--- config.mk ---
export PLATFORM = sky130hd
export DESIGN_NAME = fetch_unit_flat
export DESIGN_NICKNAME = d
export VERILOG_FILES = /design/src/rtl/fetch_unit_if.sv /design/src/rtl/fetch_unit.sv /design/src/flat_wrapper.sv
export SDC_FILE = /design/constraint.sdc
export NUM_CORES = 1
export LEC_CHECK = 0
export ABC_AREA = 1
export BUFFER_PORTS_ARGS = -buffer_cell sky130_fd_sc_hd__buf_4
export CORE_ASPECT_RATIO = 0.75
export CORE_UTILIZATION = 63
export DETAILED_ROUTE_END_ITERATION = 6
export PLACE_DENSITY_LB_ADDON = 0.3
export SYNTH_ARGS = -nofsm -noshare
export SYNTH_HDL_FRONTEND = slang
export SYNTH_SLANG_ARGS = --single-unit
export TNS_END_PERCENT = 100
--- constraint.sdc ---
create_clock -name clk_in -period 20.1 [get_ports clk_in]
set_input_delay 2.01 -clock clk_in [delete_from_list [all_inputs] [get_ports clk_in]]
set_output_delay 2.01 -clock clk_in [all_outputs]
set_load 0.1 [all_outputs]
--- src/rtl/fetch_unit_if.sv ---
// Fetch stage bus bundle: instruction-memory read port, execute redirect and decode handshake.
// master = fetch unit side, slave = memory/execute/decode side.
interface fetch_unit_if;
    logic        imem_req_out;
    logic [31:0] imem_addr_out;
    logic        imem_ready_in;
    logic        imem_valid_in;
    logic [31:0] imem_data_in;
    logic        redirect_valid_in;
    logic [31:0] redirect_pc_in;
    logic        inst_valid_out;
    logic        inst_ready_in;
    logic [31:0] instruction_out;
    logic [31:0] pc_out;
    logic        fault_out;

    modport master (
        output imem_req_out, imem_addr_out, inst_valid_out, instruction_out, pc_out, fault_out,
        input  imem_ready_in, imem_valid_in, imem_data_in, redirect_valid_in, redirect_pc_in,
               inst_ready_in
    );

    modport slave (
        input  imem_req_out, imem_addr_out, inst_valid_out, instruction_out, pc_out, fault_out,
        output imem_ready_in, imem_valid_in, imem_data_in, redirect_valid_in, redirect_pc_in,
               inst_ready_in
    );
endinterface

--- src/rtl/fetch_unit.sv ---
// Instruction fetch stage: in-order imem reads, credit-limited instruction buffer with PC tags,
// redirect flush with stale-response dropping, and halt on misaligned redirect targets.
module fetch_unit #(
    parameter logic [31:0] RESET_PC        = 32'h0000_0000,
    parameter int unsigned MAX_OUTSTANDING = 2,
    parameter int unsigned BUF_DEPTH       = 2
) (
    input logic          clk_in,
    input logic          rst_in,
    fetch_unit_if.master bus
);
    localparam int unsigned BW = (BUF_DEPTH > 1) ? $clog2(BUF_DEPTH) : 1;
    localparam int unsigned TW = (MAX_OUTSTANDING > 1) ? $clog2(MAX_OUTSTANDING) : 1;
    localparam int unsigned CW = $clog2(BUF_DEPTH + 1);
    localparam int unsigned OW = $clog2(MAX_OUTSTANDING + 1);

    typedef enum logic [1:0] {StRun, StFlush, StHalt} state_e;

    state_e        state_q, state_d;
    logic [31:0]   fetch_pc_q, fetch_pc_d;
    logic [OW-1:0] out_q, out_d, out_after;
    logic [OW-1:0] drop_q, drop_d;
    logic [31:0]   buf_inst_q [BUF_DEPTH];
    logic [31:0]   buf_inst_d [BUF_DEPTH];
    logic [31:0]   buf_pc_q   [BUF_DEPTH];
    logic [31:0]   buf_pc_d   [BUF_DEPTH];
    logic [BW-1:0] buf_rd_q, buf_rd_d, buf_wr_q, buf_wr_d;
    logic [CW-1:0] buf_cnt_q, buf_cnt_d;
    logic [31:0]   tag_q [MAX_OUTSTANDING];
    logic [31:0]   tag_d [MAX_OUTSTANDING];
    logic [TW-1:0] tag_rd_q, tag_rd_d, tag_wr_q, tag_wr_d;
    logic          req_q, req_d, valid_q, valid_d, fault_q, fault_d;
    logic [31:0]   inst_q, inst_d, pc_q, pc_d;
    logic          accept, pop, push;

    function automatic logic [BW-1:0] buf_inc(input logic [BW-1:0] p);
        return (32'(p) == BUF_DEPTH - 1) ? '0 : p + 1'b1;
    endfunction

    function automatic logic [TW-1:0] tag_inc(input logic [TW-1:0] p);
        return (32'(p) == MAX_OUTSTANDING - 1) ? '0 : p + 1'b1;
    endfunction

    always_comb begin
        accept     = req_q & bus.imem_ready_in;
        pop        = valid_q & bus.inst_ready_in;
        push       = 1'b0;
        state_d    = state_q;
        fetch_pc_d = fetch_pc_q;
        drop_d     = drop_q;
        buf_inst_d = buf_inst_q;
        buf_pc_d   = buf_pc_q;
        buf_rd_d   = buf_rd_q;
        buf_wr_d   = buf_wr_q;
        tag_d      = tag_q;
        tag_rd_d   = tag_rd_q;
        tag_wr_d   = tag_wr_q;
        inst_d     = inst_q;
        pc_d       = pc_q;
        out_after  = out_q + OW'(accept) - OW'(bus.imem_valid_in);
        out_d      = out_after;

        if (accept) begin
            fetch_pc_d      = fetch_pc_q + 32'd4;
            tag_d[tag_wr_q] = fetch_pc_q;
            tag_wr_d        = tag_inc(tag_wr_q);
        end
        if (bus.imem_valid_in) begin
            if (drop_q != '0) begin
                drop_d = drop_q - 1'b1;
            end else begin
                push                 = 1'b1;
                buf_inst_d[buf_wr_q] = bus.imem_data_in;
                buf_pc_d[buf_wr_q]   = tag_q[tag_rd_q];
                buf_wr_d             = buf_inc(buf_wr_q);
                tag_rd_d             = tag_inc(tag_rd_q);
            end
        end
        if (pop) begin
            buf_rd_d = buf_inc(buf_rd_q);
        end
        buf_cnt_d = buf_cnt_q + CW'(push) - CW'(pop);

        if (state_q == StFlush && drop_d == '0) begin
            state_d = StRun;
        end

        // Everything still in flight after this cycle belongs to the old path.
        if (bus.redirect_valid_in) begin
            fetch_pc_d = bus.redirect_pc_in;
            drop_d     = out_after;
            buf_cnt_d  = '0;
            buf_rd_d   = '0;
            buf_wr_d   = '0;
            tag_rd_d   = '0;
            tag_wr_d   = '0;
            if (bus.redirect_pc_in[1:0] != 2'b00) begin
                state_d = StHalt;
            end else if (out_after != '0) begin
                state_d = StFlush;
            end else begin
                state_d = StRun;
            end
        end

        req_d = (state_d == StRun) && !bus.redirect_valid_in &&
                ((32'(out_d) + 32'(buf_cnt_d)) < BUF_DEPTH) && (32'(out_d) < MAX_OUTSTANDING);
        valid_d = (buf_cnt_d != '0);
        fault_d = (state_d == StHalt);
        if (buf_cnt_d != '0) begin
            inst_d = buf_inst_d[buf_rd_d];
            pc_d   = buf_pc_d[buf_rd_d];
        end
    end

    always_ff @(posedge clk_in or posedge rst_in) begin
        if (rst_in) begin
            state_q    <= StRun;
            fetch_pc_q <= RESET_PC;
            out_q      <= '0;
            drop_q     <= '0;
            buf_rd_q   <= '0;
            buf_wr_q   <= '0;
            buf_cnt_q  <= '0;
            tag_rd_q   <= '0;
            tag_wr_q   <= '0;
            req_q      <= 1'b0;
            valid_q    <= 1'b0;
            fault_q    <= 1'b0;
            inst_q     <= 32'h0000_0013;
            pc_q       <= RESET_PC;
            for (int unsigned i = 0; i < BUF_DEPTH; i++) begin
                buf_inst_q[i] <= '0;
                buf_pc_q[i]   <= '0;
            end
            for (int unsigned i = 0; i < MAX_OUTSTANDING; i++) begin
                tag_q[i] <= '0;
            end
        end else begin
            state_q    <= state_d;
            fetch_pc_q <= fetch_pc_d;
            out_q      <= out_d;
            drop_q     <= drop_d;
            buf_inst_q <= buf_inst_d;
            buf_pc_q   <= buf_pc_d;
            buf_rd_q   <= buf_rd_d;
            buf_wr_q   <= buf_wr_d;
            buf_cnt_q  <= buf_cnt_d;
            tag_q      <= tag_d;
            tag_rd_q   <= tag_rd_d;
            tag_wr_q   <= tag_wr_d;
            req_q      <= req_d;
            valid_q    <= valid_d;
            fault_q    <= fault_d;
            inst_q     <= inst_d;
            pc_q       <= pc_d;
        end
    end

    assign bus.imem_req_out    = req_q;
    assign bus.imem_addr_out   = fetch_pc_q;
    assign bus.inst_valid_out  = valid_q;
    assign bus.instruction_out = inst_q;
    assign bus.pc_out          = pc_q;
    assign bus.fault_out       = fault_q;
endmodule

--- src/flat_wrapper.sv ---
// flat-port wrapper written by rule: the top's interface ports become plain ports
module fetch_unit_flat 
#(
    parameter logic [31:0] RESET_PC        = 32'h0000_0000,
    parameter int unsigned MAX_OUTSTANDING = 2,
    parameter int unsigned BUF_DEPTH       = 2
)
  (clk_in, rst_in, bus_imem_req_out, bus_imem_addr_out, bus_inst_valid_out, bus_instruction_out, bus_pc_out, bus_fault_out, bus_imem_ready_in, bus_imem_valid_in, bus_imem_data_in, bus_redirect_valid_in, bus_redirect_pc_in, bus_inst_ready_in);
  fetch_unit_if bus_i ();
  input logic clk_in;
  input logic rst_in;
  output wire logic [$bits(bus_i.imem_req_out)-1:0] bus_imem_req_out;
  output wire logic [$bits(bus_i.imem_addr_out)-1:0] bus_imem_addr_out;
  output wire logic [$bits(bus_i.inst_valid_out)-1:0] bus_inst_valid_out;
  output wire logic [$bits(bus_i.instruction_out)-1:0] bus_instruction_out;
  output wire logic [$bits(bus_i.pc_out)-1:0] bus_pc_out;
  output wire logic [$bits(bus_i.fault_out)-1:0] bus_fault_out;
  input wire logic [$bits(bus_i.imem_ready_in)-1:0] bus_imem_ready_in;
  input wire logic [$bits(bus_i.imem_valid_in)-1:0] bus_imem_valid_in;
  input wire logic [$bits(bus_i.imem_data_in)-1:0] bus_imem_data_in;
  input wire logic [$bits(bus_i.redirect_valid_in)-1:0] bus_redirect_valid_in;
  input wire logic [$bits(bus_i.redirect_pc_in)-1:0] bus_redirect_pc_in;
  input wire logic [$bits(bus_i.inst_ready_in)-1:0] bus_inst_ready_in;
  assign bus_imem_req_out = bus_i.imem_req_out;
  assign bus_imem_addr_out = bus_i.imem_addr_out;
  assign bus_inst_valid_out = bus_i.inst_valid_out;
  assign bus_instruction_out = bus_i.instruction_out;
  assign bus_pc_out = bus_i.pc_out;
  assign bus_fault_out = bus_i.fault_out;
  assign bus_i.imem_ready_in = bus_imem_ready_in;
  assign bus_i.imem_valid_in = bus_imem_valid_in;
  assign bus_i.imem_data_in = bus_imem_data_in;
  assign bus_i.redirect_valid_in = bus_redirect_valid_in;
  assign bus_i.redirect_pc_in = bus_redirect_pc_in;
  assign bus_i.inst_ready_in = bus_inst_ready_in;
  fetch_unit #(.RESET_PC(RESET_PC), .MAX_OUTSTANDING(MAX_OUTSTANDING), .BUF_DEPTH(BUF_DEPTH)) u_core (.clk_in(clk_in), .rst_in(rst_in), .bus(bus_i));
endmodule
Word-level counts from Yosys, hierarchy flattened
Cells that the tools add are included.
{"block": "op_classes", "n_addsub": 11, "order_cmp": 8, "n_eq_ne": 3, "muxes": 46, "bitwise_logic": 6, "reduce_logical": 16}
{"operator": "$mux W32", "n": 13}
{"operator": "$mux W64", "n": 4}
{"operator": "$bwmux W64", "n": 3}
{"operator": "$demux W32 S1", "n": 2}
{"operator": "$add A32 B3 Y32 const B", "n": 1}
{"operator": "$lt A32 B2 Y1 const B", "n": 1}
{"operator": "$mux W1", "n": 17}
{"operator": "$mux W2", "n": 7}
{"operator": "$reduce_bool A2 Y1", "n": 6}
{"operator": "$ge A2 B2 Y1 const B", "n": 4}
{"operator": "$not A1 Y2", "n": 4}
{"operator": "$logic_and A1 B1 Y1", "n": 6}
{"operator": "$add A1 B1 Y1 const B", "n": 4}
{"operator": "$add A2 B1 Y2", "n": 2}
{"operator": "$logic_not A2 Y1", "n": 2}
{"operator": "$lt A2 B1 Y1 const B", "n": 2}
{"operator": "$sub A2 B1 Y2", "n": 2}
{"operator": "$add A2 B2 Y3", "n": 1}
{"operator": "$and A1 B1 Y1", "n": 2}
{"operator": "$eq A2 B1 Y1 const B", "n": 1}
{"operator": "$eq A2 B2 Y1 const B", "n": 1}
{"operator": "$lt A2 B2 Y1 const B", "n": 1}
{"operator": "$ne A2 B2 Y1 const B", "n": 1}
{"operator": "$reduce_and A2 Y1", "n": 1}
{"operator": "other kinds (2)", "n": 2}
{"block": "word_totals", "regBits": 303, "out_inout_bits": 99, "elab_cells": 110}

Depth between registers and ports, before layout
Gate-level depths: netlist of the first run.
{"block": "logic_depth", "ltp_word": 11, "mapped_depth": 13, "mapped_depth_nobuf": 13}

Worst setup path after synthesis of the first run
No wires, ideal clock.
{"block": "synth_timing", "kind": "input to register", "startpoint": "input bus_inst_ready_in", "endpoint": "register u_core.req_q (netlist: u_core.bus.imem_req_out)", "setup_time_ns": 0.071, "t_arrival_ns": 3.674, "setup_slack_ns": 16.355, "stages": 13, "n_path_buf": 0, "cell_sequence": "nand2_1 -> inv_1 -> ha_1 -> inv_1 -> ha_1 -> inv_1 -> nand2_1 -> nand3_1 -> inv_1 -> fa_1 -> nor3_1 -> nand4_1 -> nor2_1"}
{"block": "synth_via", "elab_chain_len": 7}
{"element": "start, declared", "line": "flat_wrapper.sv:23", "text": "input wire logic [$bits(bus_i.inst_ready_in)-1:0] bus_inst_ready_in;"}
{"element": "$and A1 B1 Y1", "line": "fetch_unit.sv:46", "text": "pop = valid_q & bus.inst_ready_in;"}
{"element": "$sub A2 B1 Y2", "line": "fetch_unit.sv:82", "text": "buf_cnt_d = buf_cnt_q + CW'(push) - CW'(pop);"}
{"element": "$mux W2", "line": "fetch_unit.sv:89", "text": "if (bus.redirect_valid_in) begin"}
{"element": "via u_core.buf_cnt_d[1]", "line": "fetch_unit.sv:28", "text": "logic [CW-1:0] buf_cnt_q, buf_cnt_d;"}
{"element": "$add A2 B2 Y3", "line": "fetch_unit.sv:107", "text": "((32'(out_d) + 32'(buf_cnt_d)) < BUF_DEPTH) && (32'(out_d) < MAX_OUTSTANDING);"}
{"element": "$lt A32 B2 Y1", "line": "fetch_unit.sv:107"}
{"element": "$logic_and A1 B1 Y1", "line": "fetch_unit.sv:106", "text": "req_d = (state_d == StRun) && !bus.redirect_valid_in &&"}
{"element": "$logic_and A1 B1 Y1", "line": "fetch_unit.sv:107"}
{"element": "via u_core.req_d", "line": "fetch_unit.sv:32", "text": "logic req_q, req_d, valid_q, valid_d, fault_q, fault_d;"}
{"element": "end signal, assigned", "line": "fetch_unit.sv:152", "text": "req_q <= req_d;"}
{"element": "end, declared", "line": "fetch_unit.sv:32"}
The timed path passes the listed nets, and every way through them passes these cells.
A chain may end at the register's enable or synchronous reset.

==> run metrics, run 1 <==
post-synthesis compound-gate area fraction=4.25%; Worst Path Max Fanout=147; via count=12300; top cell type's share of synthesized area=54.5%; period utilisation layout=20.6%; multi-input logic area=0.00538 sq mm; most common flop cell mapped by yosys=dfrtp_1; gr usage total=32.4%; register-to-register setup slack=17.37 ns; worst vdd ir=0.000148 V; share of cells above drive strength 1=13.0%; DIE WIDTH=173 microns; CP arrival=4.69 ns; Adder-Cell Fraction of Synth Area=0.600%; outcome=completed; worst clock skew=0.00835 ns; Reg2Reg Depth=10; DRC Markers=0; Root Driver=clkbuf_16; GPL Wtd Cong=0.965; die area=0.0225 sq mm; Setup WS post-layout=15.96 ns; Initial DRC Count=1346; clk buf depth=3; TritonRoute pass-1 iters=7; synthesized net count=1824; min-delay src=u_core.buf_inst_q[38]; core area=0.0213 sq mm; WL per Instance=16.5 microns; cell area power density=168 mW/mm^2; antenna fix cells=0; count leader, synth=nand2_1; Worst Hold End=u_core.buf_inst_q[38]; Worst R2R Start=u_core.bus.inst_valid_out; pre-CTS WS=15.20 ns; Power Total=2.68 mW; number of global-route vias before repair=11700; Finished Layout Cells=2185; global-route wire length before repair=58300 microns; worst-skew pair later-pin latency=0.55 ns; hold_buf cts=0; synth top area cells=dfrtp_1, nand2_1, nand3_1, o21ai_0, inv_1; Fillers=1568; Post-Synthesis Cells=1748; row cnt=46; Worst setup startpoint=rst_in; Reg-to-Reg End=u_core.bus.pc_out[7]; Top-Level Pins=169; crit path launch type=input port; Post-CTS Setup Repair Bufs=0; final hold vios=0; post-synthesis mux area share=0%; pin count of the biggest net entering global routing=148; FF+latch area=0.00759 sq mm; drt total wl=36000 microns; area delta synth->final=16.0%; hold slack=0.465 ns; post-synthesis xor/xnor area fraction=0.318%; CTS buffer count=28; cell area after placement=0.0150 sq mm; synth warn=0; Layout Utilization=75.0%; mapped cell area=0.0138 sq mm; CTS tree=yes; Period minus WS final=4.14 ns; post-synthesis sequential area ratio=55.1%; Final Slew Violations=0; # clock sinks=303; Achievable Freq=0.241 GHz; # placed instances=2133; #FFs+latches synth=303; unrepaired setup endpoints after global routing=no; vias per cell=5.62; Post-Synth Simple-Gate Area=33.8%; Hold WC Path Type=reg2reg; async set-reset flop share out of synthesis=100%; Setup CP Type=in2async; setup TNS=0 ns; H-tree depth=1; Leakage=8.74 nW; Initial Util=64.6%; number of synthesized flops with an enable pin=0; relative slew slack=18.2%; design area=0.0160 sq mm; most frequent cells after synthesis=nand2_1, dfrtp_1, nand3_1; Worst Hold Path Cells=2; Tightest Pin Transition=1.23 ns; Synth area leader=dfrtp_1; Avg Cell Area, Syn=7.87 sq um; initial antenna violation count=0; number of distinct library cells after synthesis=29; final HPWL from detailed placement=22600 microns; max-cap viol count=0; largest family of logic cells by synthesized area=simple AND/OR/NAND/NOR gates; CTS clk-pin slew, worst paths=0.06 ns; ANT nets after route=0; Port-buffer cells=168; Critical Path RT=20.64 ns; Resize count post-CTS=0; # nets final=1951; die height=130 microns; Critical Path End Type=async pin; GRT Residual Overflow=0; Setup Viol. Count Final=0
where the power goes:
| part | internal (mW) | switching [mW] |
|---|---|---|
| registers | 0.831 | 0.104 |
| logic | 0.271 | 0.925 |
| clock network | 0.320 | 0.232 |
| total | 1.42 | 1.26 |
routing by layer:
layer / up-vias / global-route usage, % / part of all wire, %
li1: 5771 / - / -
met1: 5816 / 46.2 / 43
met2: 608 / 52.6 / 46
met3: 87 / 4.05 / 8.0
met4: 0 / 11.1 / 2.7
met5: - / 0 / 0
critical path, cell delays in order:
cell and delay [ns]:
buf_4 0.13, inv_8 0.68, buf_4 0.91, buf_4 0.88
registers in the layout, summed over array words and instances, names as in the netlist:
register                    flops
u_core.buf_cnt_q                2
u_core.buf_inst_q              64
u_core.buf_pc_q                64
u_core.buf_rd_q                 1
u_core.buf_wr_q                 1
u_core.bus.fault_out            1
u_core.bus.imem_addr_out       32
u_core.bus.imem_req_out         1
u_core.bus.inst_valid_out       1
u_core.bus.instruction_out     32
u_core.bus.pc_out              32
u_core.drop_q                   2
u_core.out_q                    2
u_core.state_q                  2
u_core.tag_q                   64
u_core.tag_rd_q                 1
u_core.tag_wr_q                 1
how the worst max path moves through the flow:
stage	endpoint	slack [ns]	cells after the start
detailed placement	u_core.buf_inst_q[6]	15.20	4
global placement	u_core.buf_inst_q[6]	15.24	4
floorplan	u_core.buf_cnt_q[0]	9.72	1
CTS	u_core.bus.pc_out[25]	15.78	4
global route	u_core.bus.pc_out[25]	15.43	4
finish	u_core.buf_pc_q[21]	15.96	4
cell type report:
cell class,count,share of cell area [%]
Clock buffer,43,5.38
Clock inverter,9,0.651
Inverter,88,2.12
Multi-Input combinational cell,1276,33.7
Sequential cell,303,47.5
Tap cell,288,2.26
Timing Repair Buffer,178,8.37
cell families (layout without fill, tap and decap cells):
kind of cell,Yosys count,after routing
simple gates,1154,1154
flops,303,303
buf+inv,169,318
compound gates,111,111
fa+ha+maj,6,6
xor+xnor,5,5
placed cells by master (no fill, tap or decap), types with 3 or more instances in the layout:
cell type | netlist | routed
inv_2 | 9 | 9
o21ai_0 | 91 | 91
o211ai_1 | 4 | 4
inv_1 | 77 | 76
nor2_4 | 1 | 3
dfrtp_1 | 300 | 300
clkinv_2 | 0 | 4
ha_1 | 5 | 5
o21bai_1 | 4 | 4
nor2_1 | 61 | 60
nand2_2 | 2 | 3
clkbuf_1 | 16 | 6
a21oi_1 | 9 | 9
xor2_1 | 4 | 4
dfstp_2 | 3 | 3
nand2_1 | 852 | 851
nor3_1 | 3 | 3
nand3_1 | 231 | 230
buf_4 | 13 | 178
clkbuf_8 | 0 | 8
clkbuf_16 | 0 | 29
No activity file was read; power rests on OpenSTA's default activity.
==> inputs of run 2 (changes only) <==
- CORE_UTILIZATION: 63 -> 53
- clock period: 20.1 -> 3.7 ns (I/O delays scaled with it)
==> run metrics, run 2 (synthesis gave the netlist of run 1 again) <==
outcome=completed; Achievable Freq=0.376 GHz; Worst R2R Start=u_core.tag_rd_q; max-cap viol count=0 (unchanged); Worst Hold Path Cells=3 (+1); Critical-path top delay cell=clkinv_1; DRC Markers=0 (unchanged); Leakage=8.75 nW (+0.11%); row cnt=50 (+8.7%); antenna fix cells=0 (unchanged); P_sw=6.76 mW (+440%); Final Slew Violations=0 (unchanged); Worst path top cell family by delay=buffers and inverters; CP arrival=3.09 ns (-1.60 ns); global-route wire length before repair=59100 microns (+1.4%); CTS tree=yes; # clock sinks=303 (unchanged); critical-path cell list=buf_4 -> clkinv_1 -> nand2_1 -> nand2_1 -> nand2_1 -> nand3_1 -> nand3_1 -> nand2_1; GRT Residual Overflow=0 (unchanged); period utilisation layout=71.9%; Initial DRC Count=1095 (-19%); pre-CTS WS=1.07 ns (-14.13 ns); Tightest Pin Transition=1.13 ns (-0.0970 ns); sequential share of power=35.3% (+0.4 points); Resize count post-CTS=0 (unchanged); Setup CP Type=reg2reg; register-to-register setup slack=1.04 ns (-16.33 ns); number of global-route vias before repair=11500 (-2.2%); crit path launch type=flip-flop; Port-buffer cells=168 (unchanged); Hold WC Path Type=in2reg; pin count of the biggest net entering global routing=92 (-38%); top flop regs=u_core.buf_inst_q x64, u_core.buf_pc_q x64, u_core.tag_q x64; Reg2Reg Depth=8 (-2); Post-CTS Setup Repair Bufs=0 (unchanged); worst vdd ir=0.000716 V (+380%); Reg-to-Reg End=u_core.bus.pc_out[30]; DIE WIDTH=188 microns (+8.9%); Critical Path End Type=flip-flop; die area=0.0266 sq mm (+19%); Setup Viol. Count Final=0 (unchanged); share of cells above drive strength 1=12.9% (-0.048 points); gr usage total=27.6% (-4.8 points); min-delay src=bus_redirect_pc_in[11]; Setup WS post-layout=1.04 ns (-14.92 ns); cell area power density=895 mW/mm^2 (+430%); H-tree depth=1 (unchanged); Initial Util=54.6% (-10 points); final HPWL from detailed placement=23300 microns (+3.1%); WL per Instance=16.1 microns (-2.2%); Critical Path RT=4.13 ns (-16.51 ns); delay of the slowest critical-path stage=1.00 ns (+0.09 ns); most frequent cells in the layout=nand2_1, dfrtp_1, nand3_1, buf_4, o21ai_0; clk buf depth=3 (unchanged); TritonRoute pass-1 iters=7 (unchanged); area delta synth->final=16.7%; Clk pwr share=19.6% (-1.0 points); die height=142 microns (+8.9%); # nets final=1961 (+0.51%); unrepaired setup endpoints after global routing=no; Worst Hold End=u_core.bus.imem_addr_out[11]; switching part of the total=47.0% (about the same); Fillers=2158 (+38%); initial antenna violation count=0 (unchanged); via count=12000 (-2.1%); setup TNS=0 ns (unchanged); most common cell after layout, fill and taps aside=nand2_1; CP Buf/Inv Count=2 (-2); worst clock skew=0.0167 ns (+0.00832 ns); ANT nets after route=0 (unchanged); Crit path depth=8 (+4); drt total wl=36100 microns (+0.36%); Period minus WS final=2.66 ns; Root Driver=clkbuf_16; relative slew slack=24.3% (+6.1 points); logic gate share of total power=45.1% (+0.5 points); vias per cell=5.36 (-4.6%); worst-skew pair later-pin latency=0.55 ns (about the same); GPL Wtd Cong=0.928 (-3.8%); Top-Level Pins=169 (unchanged); Crit path top cell by count=nand2_1; core area=0.0252 sq mm (+18%); Layout Utilization=63.7% (-11 points); Worst Path Max Fanout=34 (-77%); P_int=7.62 mW (+440%); final hold vios=0 (unchanged); CTS clk-pin slew, worst paths=0.06 ns (about the same); CTS buffer count=29 (+3.6%)
-- run 2: cell types whose count changed in the layout (fill, tap and decap cells not counted), sizes merged --
cell         before  now
clkinv            6    4
dlygate4sd3       0    1
bufinv            2    1
buf             178  186
inv              87   86
clkbuf           43   45
-- run 2: how the worst max path moves through the flow --
stage                            end         startpoint  slack [ns]
6_report       u_core.bus.pc_out[30]    u_core.tag_rd_q        1.04
5_1_grt        u_core.bus.pc_out[28]    u_core.tag_rd_q        0.77
4_1_cts        u_core.bus.pc_out[30]    u_core.tag_rd_q        1.00
3_5_place_dp   u_core.bus.pc_out[22]  bus_inst_ready_in        1.07
3_3_place_gp   u_core.bus.pc_out[28]  bus_inst_ready_in        1.16
2_1_floorplan    u_core.buf_cnt_q[0]             rst_in       -0.70
-- run 2: cell type report --
class / count / area (sq um) / share of cell area (%)
Timing Repair Buffer: 187 / 1460 / 9.07
Inverter: 88 / 334 / 2.08
Clock inverter: 5 / 56.3 / 0.351
Multi-Input combinational cell: 1276 / 5380 / 33.5
Sequential cell: 303 / 7590 / 47.2
Clock buffer: 45 / 826 / 5.14
Tap cell: 338 / 423 / 2.63
-- run 2: through the flow --
step / instances / instance area, sq um / total power, mW / hold WS [ns]
after floorplan: 1748 / 13800 / 10.1 / 0.437
after global placement: 2191 / 15200 / 11.4 / 0.447
after detailed placement: 2191 / 15200 / 11.6 / 0.453
after CTS: 2242 / 16100 / 14.4 / 0.0233
after global routing: 2242 / 16100 / 15.2 / 0.0419
final: 2242 / 16100 / 14.4 / 0.0418
-- run 2: worst register-to-register path, stage by stage (launching register included) --
cell and delay, ns:
dfrtp_1 0.33, buf_4 0.37, clkinv_1 1.00, nand2_1 0.31, nand2_1 0.11, nand2_1 0.10, nand3_1 0.10, nand3_1 0.15
nand2_1 0.06
-- run 2: repair_timing --
item / CTS / global route
hold buffers: 1 / 0
endpoints found under the hold margin: 18 / 0
setup endpoints to repair: 0 / 0
-- run 2: layer usage --
layer | share of wire (%) | track usage, % | wire [microns]
met1 | 46 | 41.2 | 16600
met3 | 7.0 | 3.96 | 2510
met4 | 2.0 | 7.15 | 737
met2 | 45 | 42.7 | 16200
met5 | 0 | 0 | 0
-- run 2: power by group through the flow --
stage	Sequential (mW)	Combinational (mW)	Clock, mW
final	5.07	6.49	2.82
after global routing	5.19	7.06	2.98
after CTS	5.07	6.50	2.86
after detailed placement	5.11	6.48	0
after global placement	5.09	6.33	0
after floorplan	7.33	2.81	0
==> inputs of run 3 (changes only) <==
- ABC_AREA: 1 -> 0
- CORE_UTILIZATION: 53 -> 58
- clock period: 3.7 -> 2.5 ns (I/O delays scaled with it)
==> run metrics, run 3 <==
outcome=completed; Avg Cell Area, Syn=11.4 sq um (+45%); CTS clk-pin slew, worst paths=0.07 ns (about the same); Tightest Pin Transition=0.576 ns (-0.553 ns); GPL Wtd Cong=0.843 (-9.2%); Synth area leader=dfrtp_1; synthesized net count=1226 (-33%); period utilisation layout=90.3% (+18 points); DIE WIDTH=176 microns (-6.6%); Top-Level Pins=169 (unchanged); count leader, synth=dfrtp_1; Worst Hold End=u_core.bus.imem_addr_out[13]; Achievable Freq=0.443 GHz (+18%); synth top area cells=dfrtp_1, mux2_2, mux2i_1, nor2_1, a21oi_1; clk buf depth=3 (unchanged); number of distinct library cells after synthesis=48 (+66%); cell area after placement=0.0151 sq mm (-0.79%); logic gate share of total power=49.2% (+4.1 points); async set-reset flop share out of synthesis=100% (unchanged); mapped cell area=0.0131 sq mm (-4.7%); antenna fix cells=0 (unchanged); Port-buffer cells=168 (unchanged); number of synthesized flops with an enable pin=0 (unchanged); Reg-to-Reg End=u_core.bus.imem_req_out; WL per Instance=18.2 microns (+13%); cell area power density=1450 mW/mm^2 (+62%); Period minus WS final=2.26 ns (-0.405 ns); most frequent cells in the layout=dfrtp_1, buf_4, nor2_1, mux2_2, a21oi_1; design area=0.0167 sq mm (+3.8%); switching part of the total=44.8% (-2.2 points); gr usage total=27.0% (-0.66 points); P_sw=10.8 mW (+60%); final hold vios=0 (unchanged); most common cell after layout, fill and taps aside=dfrtp_1; worst vdd ir=0.000996 V (+39%); die height=132 microns (-6.6%); max-cap viol count=0 (unchanged); share of cells above drive strength 1=28.5% (+16 points); area delta synth->final=27.1%; number of global-route vias before repair=9642 (-16%); pre-CTS WS=0.0707 ns (-0.998 ns); top cell type's share of synthesized area=57.2% (+2.7 points); Clk pwr share=18.6% (-1.0 points); final HPWL from detailed placement=19700 microns (-16%); Initial DRC Count=719 (-34%); Worst Hold Path Cells=3 (unchanged); P_int=13.4 mW (+75%); Setup Viol. Count Final=0 (unchanged); H-tree depth=1 (unchanged); row cnt=47 (-6.0%); multi-input logic area=0.00522 sq mm (-3.1%); FF+latch area=0.00759 sq mm (unchanged); Setup CP Type=reg2reg; Leakage=7.32 nW (-16%); core area=0.0221 sq mm (-12%); crit path launch type=flip-flop; Final Slew Violations=0 (unchanged); initial antenna violation count=0 (unchanged); worst-skew pair later-pin latency=0.53 ns (-0.02 ns); Hold WC Path Type=in2reg; sequential share of power=32.2% (-3.1 points); relative slew slack=60.5% (+36 points); DRC Markers=0 (unchanged); die area=0.0232 sq mm (-13%); unrepaired setup endpoints after global routing=no; Post-CTS Setup Repair Bufs=0 (unchanged); Critical-path top delay cell=fa_1; # nets final=1455 (-26%); CP arrival=2.71 ns (-0.38 ns); Root Driver=clkbuf_16; Fillers=1458 (-32%); worst clock skew=0.00763 ns (-0.00904 ns); # clock sinks=303 (unchanged); Reg2Reg Depth=10 (+2); Setup WS post-layout=0.244 ns (-0.795 ns); most frequent cells after synthesis=dfrtp_1, nor2_1, mux2_2; min-delay src=bus_redirect_pc_in[13]; pin count of the biggest net entering global routing=82 (-11%); Critical Path End Type=flip-flop; Critical Path RT=2.95 ns (-1.18 ns); top flop regs=u_core.buf_inst_q x64, u_core.buf_pc_q x64, u_core.tag_q x64; hold slack=0.0237 ns (-0.0180 ns); #FFs+latches synth=303 (unchanged); GRT Residual Overflow=0 (unchanged); global-route wire length before repair=50200 microns (-15%); ANT nets after route=0 (unchanged); Initial Util=59.3% (+4.7 points); TritonRoute pass-1 iters=5 (-2); delay of the slowest critical-path stage=0.43 ns (-0.57 ns); post-synthesis sequential area ratio=57.8% (+2.7 points); Worst Path Max Fanout=3 (-91%); Worst R2R Start=u_core.bus.inst_valid_out; Power Total=24.2 mW (+68%); via count=9725 (-19%); register-to-register setup slack=0.24 ns (-0.79 ns); Post-Synthesis Cells=1150 (-34%); vias per cell=5.74 (+7.0%); most common flop cell mapped by yosys=dfrtp_1; drt total wl=30800 microns (-15%); critical-path cell list=and2_1 -> ha_1 -> inv_1 -> ha_1 -> nor2b_2 -> and2_1 -> fa_1 -> nor2_1 -> nand2_1 -> nor3_2; synth warn=0 (unchanged); CTS buffer count=29 (unchanged); CTS tree=yes
## run 3: cell type report
| type | count | area share, % |
|---|---|---|
| sequential | 303 | 45.5 |
| tap | 294 | 2.21 |
| timing repair buffer | 277 | 14.8 |
| clock inverter | 9 | 0.796 |
| multi-input combinational | 757 | 31.3 |
| inverter | 11 | 0.270 |
| clock buffer | 43 | 5.09 |
## run 3: logic make-up after synthesis
| family | count (synthesis) | synth area share (%) |
|---|---|---|
| DFF | 303 | 57.8 |
| muxes | 187 | 15.4 |
| xor gates and xnor gates | 14 | 1.15 |
| adders and majority gates | 6 | 0.629 |
| and+or+nand+nor | 331 | 12.0 |
| AOI/OAI and AO/OA | 219 | 10.1 |
| buffers and inverters | 90 | 2.87 |
## run 3: layer usage
metal	vias to the layer above	GRT usage (%)	share of wire, %	wire length, microns
met3	34	3.92	5.1	1570
met1	4858	41.2	48	14700
li1	4552	-	-	-
met5	-	0	0	0
met2	281	41.1	46	14100
met4	0	6.28	1.3	411
## run 3: worst max-delay path: cells and delay by family, from the launching register on
family / cells / cell delay [ns]
DFF: 1 / 0.37
and+or+nand+nor: 6 / 0.81
buffers and inverters: 1 / 0.04
adders and majority gates: 3 / 0.97
## run 3: worst max path at each step
stage,start,endpoint,cells past startpoint
floorplan,rst_in,u_core.buf_cnt_q[0],1
global placement,u_core.bus.inst_valid_out,u_core.bus.imem_req_out,10
detailed placement,u_core.bus.inst_valid_out,u_core.bus.imem_req_out,10
CTS,u_core.bus.inst_valid_out,u_core.bus.imem_req_out,10
global route,u_core.bus.inst_valid_out,u_core.bus.imem_req_out,10
finish,u_core.bus.inst_valid_out,u_core.bus.imem_req_out,10
## run 3: what timing repair did
item                                   4_1_cts  5_1_grt
setup endpoints to repair                    0        2
hold buffers                                62        0
gates resized for setup                      0        5
endpoints found under the hold margin      108        0
## run 3: power groups by stage
stage | registers (mW) | logic [mW] | clock network [mW]
floorplan | 11.8 | 4.68 | 0
global placement | 7.76 | 11.4 | 0
detailed placement | 7.86 | 11.7 | 0
CTS | 7.78 | 11.9 | 4.55
global route | 7.98 | 12.7 | 4.73
finish | 7.79 | 11.9 | 4.49
## run 3: metrics by stage
stage	setup TNS (ns)	instances	util [%]
6_report	0	1694	75.4
3_5_place_dp	0	1580	68.1
5_1_grt	0	1694	75.4
4_1_cts	0	1694	75.3
3_3_place_gp	0	1580	68.1
2_1_floorplan	-561.80	1150	-
